[src/rtl/shift_sched_pkg.sv]
// Shared definitions for the shift scheduler: FSM state encoding and
// default operand / shift-width sizes.
package shift_sched_pkg;

  localparam int STATE_W    = 2;
  localparam int DEF_DATA_W = 8;
  localparam int DEF_SW_W   = 3;

  typedef enum logic [STATE_W-1:0] {
    ST_IDLE  = 2'd0,
    ST_SHIFT = 2'd1,
    ST_DONE  = 2'd2
  } state_t;

endpackage

[src/rtl/shift_step_unit.sv]
// Datapath of the shared shifter: an accumulator that shifts left by one
// bit per step with zero fill, and a down-counter of remaining steps.
module shift_step_unit
  import shift_sched_pkg::*;
#(
  parameter int DATA_W = DEF_DATA_W,
  parameter int SW_W   = DEF_SW_W
) (
  input  logic              CLK,
  input  logic              RST,
  input  logic              load,
  input  logic              step,
  input  logic [DATA_W-1:0] load_val,
  input  logic [SW_W-1:0]   load_cnt,
  output logic [DATA_W-1:0] acc_shift,
  output logic              last_step
);

  logic [DATA_W-1:0] acc_r;
  logic [SW_W-1:0]   cnt_r;

  // Next accumulator value for one step; MSB is discarded, LSB zero filled.
  assign acc_shift = {acc_r[DATA_W-2:0], 1'b0};
  // The step taken while the counter reads one is the final one.
  assign last_step = (cnt_r == SW_W'(1));

  // Accumulator / counter: load captures a new operation, step advances it.
  always_ff @(posedge CLK or posedge RST) begin
    if (RST) begin
      acc_r <= {DATA_W{1'b0}};
      cnt_r <= {SW_W{1'b0}};
    end else if (load) begin
      acc_r <= load_val;
      cnt_r <= load_cnt;
    end else if (step) begin
      acc_r <= acc_shift;
      cnt_r <= cnt_r - SW_W'(1);
    end else begin
      acc_r <= acc_r;
      cnt_r <= cnt_r;
    end
  end

endmodule

[src/rtl/shift_scheduler.sv]
// Two-requester scheduler for one bit-serial left shifter. A round-robin
// arbiter picks the requester, the FSM walks IDLE -> SHIFT -> DONE and the
// result plus a one-cycle done pulse are presented from registers.
module shift_scheduler
  import shift_sched_pkg::*;
#(
  parameter int DATA_W = DEF_DATA_W,
  parameter int SW_W   = DEF_SW_W
) (
  input  logic              CLK,
  input  logic              RST,
  input  logic              req0,
  input  logic [DATA_W-1:0] a0,
  input  logic [SW_W-1:0]   sw0,
  input  logic              req1,
  input  logic [DATA_W-1:0] a1,
  input  logic [SW_W-1:0]   sw1,
  output logic              busy,
  output logic              grant_id,
  output logic              done0,
  output logic              done1,
  output logic [DATA_W-1:0] result
);

  state_t            state_r;
  state_t            state_next_s;
  logic              last_r;
  logic              grant_id_r;
  logic              busy_r;
  logic              done0_r;
  logic              done1_r;
  logic [DATA_W-1:0] result_r;

  logic              arb_win_s;
  logic              grant_s;
  logic              capture_s;
  logic              step_s;
  logic              result_load_s;
  logic [DATA_W-1:0] load_val_s;
  logic [SW_W-1:0]   load_cnt_s;
  logic [DATA_W-1:0] result_val_s;
  logic [DATA_W-1:0] acc_shift_s;
  logic              last_step_s;

  // Round-robin pick: on a tie the requester not served last wins.
  always_comb begin
    if (req0 && req1) begin
      arb_win_s = ~last_r;
    end else if (req1) begin
      arb_win_s = 1'b1;
    end else begin
      arb_win_s = 1'b0;
    end
    load_val_s = arb_win_s ? a1 : a0;
    load_cnt_s = arb_win_s ? sw1 : sw0;
  end

  // FSM next state and datapath controls.
  always_comb begin
    state_next_s  = state_r;
    capture_s     = 1'b0;
    step_s        = 1'b0;
    result_load_s = 1'b0;
    result_val_s  = result_r;
    grant_s       = grant_id_r;
    case (state_r)
      ST_IDLE: begin
        if (req0 || req1) begin
          capture_s = 1'b1;
          grant_s   = arb_win_s;
          if (load_cnt_s != {SW_W{1'b0}}) begin
            state_next_s = ST_SHIFT;
          end else begin
            // Zero-width shift: the operand itself is the result.
            state_next_s  = ST_DONE;
            result_load_s = 1'b1;
            result_val_s  = load_val_s;
          end
        end else begin
          state_next_s = ST_IDLE;
        end
      end
      ST_SHIFT: begin
        step_s = 1'b1;
        if (last_step_s) begin
          state_next_s  = ST_DONE;
          result_load_s = 1'b1;
          result_val_s  = acc_shift_s;
        end else begin
          state_next_s = ST_SHIFT;
        end
      end
      ST_DONE: begin
        state_next_s = ST_IDLE;
      end
      default: begin
        state_next_s = ST_IDLE;
      end
    endcase
  end

  // State register.
  always_ff @(posedge CLK or posedge RST) begin
    if (RST) begin
      state_r <= ST_IDLE;
    end else begin
      state_r <= state_next_s;
    end
  end

  // Registered outputs, grant owner and last-served pointer.
  always_ff @(posedge CLK or posedge RST) begin
    if (RST) begin
      busy_r     <= 1'b0;
      grant_id_r <= 1'b0;
      last_r     <= 1'b1;
      done0_r    <= 1'b0;
      done1_r    <= 1'b0;
      result_r   <= {DATA_W{1'b0}};
    end else begin
      busy_r  <= (state_next_s != ST_IDLE);
      done0_r <= result_load_s && (grant_s == 1'b0);
      done1_r <= result_load_s && (grant_s == 1'b1);
      if (capture_s) begin
        grant_id_r <= grant_s;
        last_r     <= grant_s;
      end else begin
        grant_id_r <= grant_id_r;
        last_r     <= last_r;
      end
      if (result_load_s) begin
        result_r <= result_val_s;
      end else begin
        result_r <= result_r;
      end
    end
  end

  shift_step_unit #(
    .DATA_W (DATA_W),
    .SW_W   (SW_W)
  ) u_step (
    .CLK       (CLK),
    .RST       (RST),
    .load      (capture_s),
    .step      (step_s),
    .load_val  (load_val_s),
    .load_cnt  (load_cnt_s),
    .acc_shift (acc_shift_s),
    .last_step (last_step_s)
  );

  assign busy     = busy_r;
  assign grant_id = grant_id_r;
  assign done0    = done0_r;
  assign done1    = done1_r;
  assign result   = result_r;

endmodule

[config.mk]
export PLATFORM = sky130hd
export DESIGN_NAME = shift_scheduler
export DESIGN_NICKNAME = d
export VERILOG_FILES = /design/src/rtl/shift_sched_pkg.sv /design/src/rtl/shift_step_unit.sv /design/src/rtl/shift_scheduler.sv
export SDC_FILE = /design/constraint.sdc
export NUM_CORES = 1
export LEC_CHECK = 0
export ABC_AREA = 1
export ABC_CLOCK_PERIOD_IN_PS = 1920
export CAP_MARGIN = 20
export CELL_PAD_IN_SITES_DETAIL_PLACEMENT = 1
export CELL_PAD_IN_SITES_GLOBAL_PLACEMENT = 2
export CORE_MARGIN = 3
export CORE_UTILIZATION = 26
export CTS_CLUSTER_SIZE = 30
export DETAILED_ROUTE_END_ITERATION = 6
export PLACE_DENSITY = 0.77
export SYNTH_ARGS = -nofsm -noshare
export SYNTH_HDL_FRONTEND = slang
export SYNTH_SLANG_ARGS = --single-unit
[constraint.sdc]
create_clock -name CLK -period 1.92 [get_ports CLK]
set_input_delay 0.384 -clock CLK [delete_from_list [all_inputs] [get_ports CLK]]
set_output_delay 0.384 -clock CLK [all_outputs]
set_load 0.005 [all_outputs]
Word level (Yosys, flattened, before mapping) --
Index checks and enable logic that the tools add are counted.
Word-level totals: output and inout bits 12, register bits after elaboration 25, word-level logic and storage cells 52
Cells by class: bitwise operators 2, multiplexer cells 25, reductions and logical operators 10, equal/unequal tests 5, add/subtract/negate cells 1
Operators with widths (number):
- $mux 8 | 4
- $pmux 8 s2 | 1
- $mux 7 | 2
- $mux 1 | 10
- $mux 3 | 3
- $mux 2 | 3
- $ne 2x2->1 const B | 3
- $reduce_bool 2->1 | 3
- $reduce_and 5->1 | 1
- $pmux 2 s2 | 1
- $eq 3x1->1 const B | 1
- $logic_and 1x1->1 | 3
- $reduce_bool 3->1 | 1
- $sub 3x1->3 const B | 1
- $eq 2x1->1 const B | 1
- $logic_not 2->1 | 1
- $not 1->1 | 2
- $pmux 1 s2 | 1
- $logic_or 1x1->1 | 1

Longest topological paths before layout --
depth in word-level cells 8, depth in mapped cells 9

Cells and area by module --
A second synthesis with hierarchy kept.
Unflattened totals: cell total of the unflattened synthesis 205, area, all modules 1463.9 um^2
By module, submodules not included:
- shift_scheduler | times used 1, cells each 134, area each 920.9 um^2
- shift_step_unit | times used 1, cells each 71, area each 543.0 um^2

Worst setup path before layout --
OpenSTA, ideal clock, no wires.
path type flip-flop to flip-flop, start point register last_r, end point register done1_r, in the netlist done1, required time 1854 ps, cell stages (with the launch flop) 9, period minus slack after synthesis 1394 ps, path slack 526 ps, buffers on the path 1, arrival 1328 ps, cell sequence dfstp_2 -> nand2_2 -> nand2_2 -> buf_6 -> nand2_2 -> nand2_4 -> nand4_4 -> nand2_4 -> and2_1
Between the ends: longest elaborated chain between the ends 8, elaborated cells between the ends (all ways) 10, classes of those cells mux (7); bitwise (1); reduce/logical (2)
RTL lines:
- start: declaration | line shift_scheduler.sv:27 | logic last_r;
- start signal: assignment | line shift_scheduler.sv:126 | last_r <= grant_s;
- start signal: assignment | line shift_scheduler.sv:129 | last_r <= last_r;
- $not 1->1 (*) | line shift_scheduler.sv:48 | arb_win_s = ~last_r;
- $mux 1 (*) | line shift_scheduler.sv:47 | if (req0 && req1) begin
- $mux 3 | line shift_scheduler.sv:55 | load_cnt_s = arb_win_s ? sw1 : sw0;
- $reduce_bool 3->1 | line shift_scheduler.sv:71 | if (load_cnt_s != {SW_W{1'b0}}) begin
- $mux 1 | line shift_scheduler.sv:71
- $mux 1 | line shift_scheduler.sv:68 | if (req0 || req1) begin
- $pmux 1 s2 | line shift_scheduler.sv:66 | case (state_r)
- $logic_and 1x1->1 (*) | line shift_scheduler.sv:123 | done1_r <= result_load_s && (grant_s == 1'b1);
- end signal: assignment | line shift_scheduler.sv:123
- end: declaration | line shift_scheduler.sv:31 | logic done1_r;
Mark *: on every way between the ends. The rest lies on a longest branch, timed or not. A chain may end at the register's enable or synchronous reset.

Final worst setup path --
start point input port req1, end point register done1_r, in the netlist done1
Between the ends: longest elaborated chain between the ends 8, elaborated cells between the ends (all ways) 12, classes of those cells mux (8); reduce/logical (4)
RTL lines:
- start: declaration | line shift_scheduler.sv:15 | input logic req1,
- $mux 1 / $logic_and 1x1->1 (equally long branches) | line shift_scheduler.sv:49, shift_scheduler.sv:47
- $mux 1 | line shift_scheduler.sv:47
- $mux 3 | line shift_scheduler.sv:55
- $reduce_bool 3->1 | line shift_scheduler.sv:71
- $mux 1 | line shift_scheduler.sv:71
- $mux 1 | line shift_scheduler.sv:68
- $pmux 1 s2 | line shift_scheduler.sv:66
- $logic_and 1x1->1 (*) | line shift_scheduler.sv:123
Marks and branches as above.

==> results.md <==
* Fin util at 38.2%
* Via count at roughly 1200
* Worst r2r src: last_r
* Core Area at 4820 µm²
* Footprint of the multi-input gates at 578 µm²
* Post-route ant nets at 0
* Max-Cap Viols at 0
* Vias in the first global route at 1336
* 1st-pass router iterations at 2
* WL/cell at 12.7 µm
* Worst-Margin Slew at 0.322 ns
* Syn_nets at between 150 and 200
* Async SR Flop Fraction at 100%
* Die Footprint at 5960 µm²
* Tot Pwr at 2.51 mW
* Setup bufs post-CTS at 0
* Pwr Density at 1360 nW/µm²
* Cells after synthesis at approximately 160
* WL final at 3470 µm
* RD Place Congestion at 0.755
* Period utilisation layout at 86.6%
* First-pass GRT wire length at between 6000 and 7000 µm
* # setup viols final at 0
* CP Buf/Inv Count at 1
* All-Layer GR Usage at 12.8%
* I/O Pins at 38
* Netlist Area Pre-Place at around 1300 µm²
* Top delay family on crit path: simple AND/OR/NAND/NOR gates
* Required @ worst endpoint at 2.14 ns
* Row count at 25
* Flop2flop setup slack at 0.35 ns
* CP peak stage delay at 0.56 ns
* Die Width at 77.2 µm
* Root buffer cell: clkbuf_8
* Clock buffer depth at 2
* Slowest cell on crit path: clkdlybuf4s50_1
* Synth unique cells at 24
* Largest net degree at the start of global routing at 26
* Clock period minus worst slack at 1.66 ns
* DP HPWL at 2800 µm
* Slew Limit Headroom at 78.3%
* Startpoint class of the critical path: input pin
* Crit path capture type: register
* Place WS at -0.0320 ns
* Placed Instances at 268
* Setup ws final at 0.258 ns
* Synth Register Bits at 25
* Ranking of synthesized cells by area: dfrtp_1 (46%), nand2_1 (13%), o21ai_0 (7.6%), inv_1 (5.7%), nand3_1 (4.9%)
* Fin. Hold Viols at 0
* Maximum clock frequency at 602 MHz
* Critical path class: input pin to register
* Num CTS Buffers at 3
* Crit. Startpoint: req1
* Worst path cell trace: clkdlybuf4s50_1, nand2_2, o21ai_2, nand4_4, nand2_4, and2_1
* Final Skew at 0.00598 ns
* Leak at 0.868 nW
* CP arrival at 1.88 ns
* Syn. warnings at 0
* Yosys top cell area share at 45.5%
* Initial drt markers at 57
* Syn avg cell area at 8.04 µm²
* Critical Path Fanout Max at 10
* Post-route cell area at 1840 µm²
* Resize count post-CTS at 0
* GRT overflow at 0
* Die span in y at 77.2 µm
* Reg2reg end: done1
* Syn-to-layout area delta at 39.7%
* Main flop type after synthesis: dfrtp_1
* Port Buffers at 37
* Stages on worst setup path at 6
* Initial antenna violation count at 0
* Via density per instance at 4.50
* EDFF count, synth at 0
* Share of cells above drive strength 1 at between 10% and 20%
* Final Net Count at 234
* Initial cell density of the core at 27.4%
* Fill cell count at slightly above 600
* CTS tree: done
* Post-CTS Hold Buffers at 0
* Reg area at 627 µm²
* Yosys top cell by area: dfrtp_1
* Clk slew on worst S/H paths at 0.10 ns
* Reg2Reg Depth at 7
* Placed instance area at 1790 µm²
* Max Slew Vio Count at 0
* H-tree levels at 1
* Clock sinks at 25
* Worst skew pair latency at 0.27 ns
* Worst hold path class: input pin to async pin
* VDD IR-drop max at 0.000328 V
* Non-Filler Instances at 272
* Post-route DRC at 0
* Run status: complete, no violations
* RSZ-0062 raised after global routing: false
* Sequential share of the synthesized area at 47.5%
* Antenna diodes at 0
## layer usage
metal	track usage [%]	part of all wire, %
met2	22.6	51
met3	2.82	4.0
met5	0	0
met4	3.20	0.55
met1	15.7	44
## sequential cells by signal (all words and copies together) (netlist names)
signal / count
result: 8
u_step.acc_r: 7
u_step.cnt_r: 3
state_r: 2
busy: 1
done0: 1
done1: 1
grant_id: 1
last_r: 1
## cells by family (layout without fill, tap and decap cells)
group / after synthesis / in the layout / share of synthesized area, %
flip-flops: 25 / 25 / 47.5
adder cells (fa/ha/maj): 2 / 2 / 1.90
AO/OA/AOI/OAI: 32 / 32 / 13.9
buffers and inverters: 27 / 68 / 8.63
AND/OR/NAND/NOR: 78 / 78 / 28.1
## synth_stat cells, drive strengths merged, types with 2 or more instances
cell type,instances
nand2,55
dfrtp,24
o21ai,22
inv,21
nand3,13
o211ai,7
nor2,6
buf,4
a21oi,2
ha,2
## worst max path at each step
| stage | slack (ns) | endpoint |
|---|---|---|
| 2_1_floorplan | 0.53 | done1 |
| 3_3_place_gp | 0.03 | done1 |
| 3_5_place_dp | -0.03 | result[0] |
| 4_1_cts | 0.25 | done1 |
| 5_1_grt | 0.13 | result[1] |
| 6_report | 0.26 | done1 |
## power breakdown
| group | internal (mW) | switching (mW) |
|---|---|---|
| Combinational | 0.554 | 0.704 |
| Sequential | 0.786 | 0.133 |
| Clock | 0.147 | 0.183 |
| Total | 1.49 | 1.02 |
## worst register-to-register path, stage by stage, from the launching register on
cell and delay [ns]:
dfstp_2 0.56, nand2_2 0.06, nand2_2 0.17, nand2_1 0.09, o21ai_2 0.11, nand4_4 0.21
nand2_4 0.18, and2_1 0.14
## cell usage in the layout, fill, tap and decap left out, types with 2 or more instances in the layout
| cell type | synthesis | final |
|---|---|---|
| a21oi_1 | 2 | 2 |
| clkdlybuf4s50_1 | 0 | 37 |
| nand2_4 | 3 | 3 |
| o211ai_1 | 7 | 7 |
| buf_4 | 0 | 4 |
| inv_1 | 20 | 20 |
| o21ai_0 | 20 | 20 |
| clkbuf_8 | 0 | 3 |
| nand2_1 | 47 | 47 |
| nand3_1 | 13 | 13 |
| ha_1 | 2 | 2 |
| nor2_1 | 6 | 6 |
| dfrtp_1 | 24 | 24 |
| nand2_2 | 5 | 5 |
## stage by stage
stage,hold WS [ns],TNS [ns]
final,0.457,0
after global routing,0.500,0
after CTS,0.477,0
after detailed placement,0.484,-0.0948
after global placement,0.477,0
after floorplan,0.411,0
## layout make-up
cell class | count | share of cell area (%)
clock inverters | 1 | 0.408
well taps | 67 | 4.55
clock buffers | 3 | 2.24
inverters | 22 | 4.55
multi-input cells | 112 | 31.4
repair buffers | 42 | 22.8
flip-flops and latches | 25 | 34.0
(Power assumes the default switching activity.)
